==> src/rtl/pwm_capture.sv <==
// pwm_capture: measures high time and rising-to-rising period of an
// incoming PWM line, decodes the 2-bit duty code, and flags a stuck-high
// or lost line. The optional glitch filter is enabled by defining
// PWM_CAPTURE_GLITCH_FILTER_EN.
module pwm_capture #(
    parameter int CNT_W      = 22,
    parameter int TIMEOUT    = 2_100_000,
    parameter int TH0        = 750_000,
    parameter int TH1        = 1_250_000,
    parameter int TH2        = 1_750_000,
    parameter int FILTER_LEN = 4
) (
    input  logic             clk,
    input  logic             rst_n,
    input  logic             pwm_in,
    output logic [1:0]       duty,
    output logic [CNT_W-1:0] high_cnt,
    output logic [CNT_W-1:0] period_cnt,
    output logic             valid,
    output logic             stuck_hi,
    output logic             lost
);
    typedef enum logic [1:0] {IDLE, HIGH, LOW} state_t;

    typedef struct packed {
        logic [1:0]       duty;
        logic [CNT_W-1:0] high;
        logic [CNT_W-1:0] period;
    } meas_t;

    localparam logic [CNT_W-1:0] TMO    = CNT_W'(TIMEOUT);
    localparam logic [CNT_W-1:0] TMO_M1 = CNT_W'(TIMEOUT - 1);
    localparam logic [CNT_W-1:0] ONE    = CNT_W'(1);
    localparam logic [CNT_W-1:0] T0     = CNT_W'(TH0);
    localparam logic [CNT_W-1:0] T1     = CNT_W'(TH1);
    localparam logic [CNT_W-1:0] T2     = CNT_W'(TH2);

    logic lvl_cur, lvl_prev;

`ifdef PWM_CAPTURE_GLITCH_FILTER_EN
    localparam int FW = (FILTER_LEN > 1) ? $clog2(FILTER_LEN) : 1;
    logic [1:0]    sync_pipe;
    logic          flt_lvl, flt_prev;
    logic [FW-1:0] flt_cnt;

    // two-flop synchronizer for the asynchronous line
    always_ff @(posedge clk or negedge rst_n) begin
        if (!rst_n) sync_pipe <= '0;
        else        sync_pipe <= {sync_pipe[0], pwm_in};
    end

    // accept a new level only after FILTER_LEN consecutive differing samples
    always_ff @(posedge clk or negedge rst_n) begin
        if (!rst_n) begin
            flt_lvl  <= 1'b0;
            flt_prev <= 1'b0;
            flt_cnt  <= '0;
        end else begin
            flt_prev <= flt_lvl;
            if (sync_pipe[1] == flt_lvl) begin
                flt_cnt <= '0;
            end else if (flt_cnt == FW'(FILTER_LEN - 1)) begin
                flt_lvl <= sync_pipe[1];
                flt_cnt <= '0;
            end else begin
                flt_cnt <= flt_cnt + 1'b1;
            end
        end
    end

    assign lvl_cur  = flt_lvl;
    assign lvl_prev = flt_prev;
`else
    logic [2:0] sync_pipe;

    // two-flop synchronizer plus the edge-detector history flop
    always_ff @(posedge clk or negedge rst_n) begin
        if (!rst_n) sync_pipe <= '0;
        else        sync_pipe <= {sync_pipe[1:0], pwm_in};
    end

    assign lvl_cur  = sync_pipe[1];
    assign lvl_prev = sync_pipe[2];
`endif

    logic rise, fall;
    assign rise = lvl_cur & ~lvl_prev;
    assign fall = ~lvl_cur & lvl_prev;

    function automatic logic [1:0] decode(input logic [CNT_W-1:0] h);
        if (h < T0)      return 2'b00;
        else if (h < T1) return 2'b01;
        else if (h < T2) return 2'b10;
        else             return 2'b11;
    endfunction

    state_t           state, state_d;
    logic [CNT_W-1:0] cnt, cnt_d, high_q, high_d;
    meas_t            res_q, res_d;
    logic             valid_d, stuck_d, lost_d;

    // state, counter, latched high time and published results
    always_ff @(posedge clk or negedge rst_n) begin
        if (!rst_n) begin
            state    <= IDLE;
            cnt      <= '0;
            high_q   <= '0;
            res_q    <= '0;
            valid    <= 1'b0;
            stuck_hi <= 1'b0;
            lost     <= 1'b0;
        end else begin
            state    <= state_d;
            cnt      <= cnt_d;
            high_q   <= high_d;
            res_q    <= res_d;
            valid    <= valid_d;
            stuck_hi <= stuck_d;
            lost     <= lost_d;
        end
    end

    // next state: edges win over a timeout landing in the same cycle
    always_comb begin
        state_d = state;
        cnt_d   = (cnt == TMO) ? cnt : cnt + ONE;
        if (rise || fall) cnt_d = '0;
        high_d  = high_q;
        res_d   = res_q;
        valid_d = 1'b0;
        stuck_d = stuck_hi;
        lost_d  = lost;
        case (state)
            IDLE: begin
                if (rise) begin
                    state_d = HIGH;
                    lost_d  = 1'b0;
                end else if (cnt >= TMO_M1) begin
                    lost_d = 1'b1;
                end
            end
            HIGH: begin
                if (fall) begin
                    high_d  = cnt + ONE;
                    stuck_d = 1'b0;
                    state_d = LOW;
                end else if (cnt == TMO_M1) begin
                    stuck_d = 1'b1;
                    valid_d = 1'b1;
                    res_d   = '{duty: 2'b11, high: TMO, period: TMO};
                    cnt_d   = '0;
                end
            end
            LOW: begin
                if (rise) begin
                    valid_d = 1'b1;
                    res_d   = '{duty: decode(high_q), high: high_q,
                                period: high_q + cnt + ONE};
                    state_d = HIGH;
                end else if (cnt == TMO_M1) begin
                    lost_d  = 1'b1;
                    state_d = IDLE;
                end
            end
            default: state_d = IDLE;
        endcase
    end

    assign duty       = res_q.duty;
    assign high_cnt   = res_q.high;
    assign period_cnt = res_q.period;
endmodule

==> config.mk <==
export PLATFORM = sky130hd
export DESIGN_NAME = pwm_capture
export DESIGN_NICKNAME = d
export VERILOG_FILES = /design/src/rtl/pwm_capture.sv
export SDC_FILE = /design/constraint.sdc
export NUM_CORES = 1
export LEC_CHECK = 0
export ABC_CLOCK_PERIOD_IN_PS = 4000
export CORE_ASPECT_RATIO = 2
export CORE_UTILIZATION = 62
export DETAILED_ROUTE_END_ITERATION = 7
export MAX_ROUTING_LAYER = met4
export PLACE_DENSITY = 0.86
export SKIP_LAST_GASP = 1
export SYNTH_ARGS = -nofsm -noshare
export SYNTH_HDL_FRONTEND = slang
export SYNTH_SLANG_ARGS = --single-unit
==> constraint.sdc <==
create_clock -name clk -period 4 [get_ports clk]
set_clock_uncertainty 0.1 [all_clocks]
set_input_delay 0.6 -clock clk [delete_from_list [all_inputs] [get_ports clk]]
set_output_delay 0.6 -clock clk [all_outputs]
set_load 0.02 [all_outputs]
==> reports/qor.yml <==
clocking:
  postCtsResizedCells: 0
  cts_buffer_depth: 2
  cts_tree: "built"
  cts_root_buf: "clkbuf_16"
  cts_setup_buffers: 0
  h-tree-depth: 3
  clkTransAtPathRegs_ps: 70
  cts_buffers: 9
  clock_sinks: 98
  worstSkewPairLatency_ps: 340
  ctsHoldBuffers: 0
cells_and_area:
  fin_nets: 618
  most-common-layout-cells: "dfrtp_1, nor2_1, clkdlybuf4s50_1"
  final_util_pct: 74.00
  layout_commonest_cell: "dfrtp_1"
  drive_above_1_share_pct: 5.085
  finalNonFillerCells: 688
  synthToLayoutAreaGrowth_pct: 15.65
  antenna_cells: 0
synth:
  synthCells: 540
  yosys.area.top_type: "dfrtp_1"
  synth.area.top_cells: "dfrtp_1, ha_1, nor2_1"
  synth.top_cell.area_share_pct: 46.56
  synth_area_um2: 5268
  synth_flop_cell: "dfrtp_1"
  synthArstFlopShare_pct: 100.0
  syn_avg_cell_area_um2: 9.755
  synth_warnings: 0
  synth_fp_nets: 573
  yosysSeqAreaShare_pct: 46.56
  ys_seq_elements: 98
  synth_edf_count: 0
  ys_types: 63
route:
  postRouteAntennaNets: 0
  wl_mm: 13.41
  num_vias: 4357
  via_per_inst: 6.333
  drtIter0Drc: 353
  dr.pass1.iters: 5
  drc_errors: 0
  wl_per_cell_um: 19.49
floorplanning:
  core-area_um2: 8233
  die-width_um: 67.18
  start_util_pct: 63.98
  dieArea_um2: 8891
  rows: 47
  die_height_um: 132.4
  ios: 52
global_route:
  antenna_found_initial: 0
  track_usage_pct: 34.55
  grt-ovfl-total: 0
  grt_pass1_vias: 4498
  grt_max_degree: 85
  grt_pass1_wl_mm: 22.13
sta:
  slew_headroom_pct: 11.28
  max_freq_mhz: 317.9
  layout_setup_ws_ps: 854.6
  tightest_slew_ps: 1331
  period_share_pct: 78.64
  slew_viol_final: 0
  hold_viol: 0
  setup_tns_ps: 0
  period_minus_slack_ps: 3145
  finalSetupViolCount: 0
  rsz0062_at_grt: "false"
power:
  pwr_density_cell_nw_per_um2: 678.0
  leakage_uw: 0.002736
  ir_worst_vdd_mv: 0.6747
place:
  gp_congestion: 0.9552
  dp_slack_ps: 996.7
  hpwl_mm: 9.912
  port_buffers: 51
  placedCellCount: 672
min_path:
  min_from: "sync_pipe[0]"
  hold_path.class: "reg2reg"
run:
  drv_cap: 0
setup_path:
  path_cells: "ha_1 -> nor2b_1 -> o31ai_1 -> a2111oi_0 -> nor2_1 -> o2111a_1 -> a221o_1"
  crit_path_end_kind: "flop"
  path_buf_inv: 0
  critical-path-max-stage-delay_ps: 940
  slowest_stage: "a2111oi_0"
  worstSetupPathType: "reg2reg"
  crit_path_max_fanout: 7
  worst-r2r-cell-count: 7
  setup.worst_path.end: "period_cnt[17]"
  rrSetupSlack_ps: 850
  worstPathRequired_ps: 4130
  crit_path_start: "cnt[1]"
  r2r-start: "cnt[1]"
  cpLargestDelayFamily: "compound AO/OA/AOI/OAI gates"
  path_depth: 7
  start_kind: "flop"
  r2r_end: "period_cnt[17]"
  cp.arrival_ps: 3270
run_status:
  status: "finished, final reports clean"
## metrics by stage
stage / total power (uW) / instance area (um2) / hold WS [ps]
final: 4130 / 6092 / 262.6
after global routing: 4381 / 6092 / 276.5
after CTS: 4129 / 6092 / 265.8
after detailed placement: 3273 / 5797 / 238.0
after global placement: 3231 / 5797 / 244.4
after floorplan: 2641 / 5268 / 204.4
## final cells by class
| cell class | instances | area [um2] |
|---|---|---|
| Multi-Input combinational cell | 406 | 2631 |
| Sequential cell | 98 | 2452 |
| Fill cell | 586 | 2141 |
| Timing Repair Buffer | 54 | 530.5 |
| Clock buffer | 10 | 229.0 |
| Tap cell | 98 | 122.6 |
| Clock inverter | 6 | 66.31 |
| Inverter | 16 | 60.06 |
## metal layers
metal | track usage [%] | part of all wire, % | up-vias
met4 | 21.04 | 5.0 | 0
met5 | - | 0 | -
met3 | 5.536 | 4.1 | 50
met1 | 41.12 | 40 | 2114
li1 | - | - | 2040
met2 | 53.28 | 51 | 153
## cell usage after synthesis (2+ instances only)
library cell	number
o2111a_1	3
o21ai_0	24
a21boi_0	2
ha_1	29
xor2_1	20
dfrtp_1	98
a2bb2oi_1	2
nor3_1	8
nand4_1	8
a2111oi_0	2
a21o_1	12
a32o_1	4
mux2i_1	2
a21oi_1	42
or3_1	3
mux2_2	2
nor2_1	80
nand2b_1	3
o21ai_1	9
buf_6	5
nor2b_1	2
a22o_1	16
a211oi_1	5
o211a_1	3
clkbuf_1	8
nand2_1	41
nand3_1	14
o21a_1	5
nor3b_1	2
a31oi_1	7
buf_2	6
nand4b_1	2
xnor2_1	11
o22a_1	5
inv_1	16
and3_1	5
or2_2	2
and2_1	3
a221o_1	5
## report_power, final
part           switching (uW)  internal, uW  leakage, uW  total (uW)
logic                    1010           706      0.00135        1720
registers                 288          1270      0.00125        1560
clock network             370           486     0.000135         856
total                    1670          2460      0.00274        4130
## worst min path at each step
stage	to	slack, ps	cells after the start
after floorplan	cnt[0]	200	0
after global routing	sync_pipe[1]	280	0
after global placement	sync_pipe[1]	240	0
after CTS	sync_pipe[1]	270	0
final	sync_pipe[1]	260	0
after detailed placement	sync_pipe[1]	240	0
## cells by family (layout without fill, tap and decap cells)
logic type / count (synthesis) / after routing / share of synthesized area (%)
compound gates: 159 / 159 / 20.78
xor+xnor: 31 / 31 / 5.154
mux: 4 / 4 / 0.8076
simple gates: 182 / 182 / 15.94
flops: 98 / 98 / 46.56
buf+inv: 36 / 86 / 3.492
fa+ha+maj: 30 / 30 / 7.268
## state kept, by name (all words and copies together), names as in the netlist
register	cells
cnt	22
duty	2
high_cnt	22
high_q	22
lost	1
period_cnt	22
state	2
stuck_hi	1
sync_pipe	3
valid	1
(Power assumes the default switching activity.)
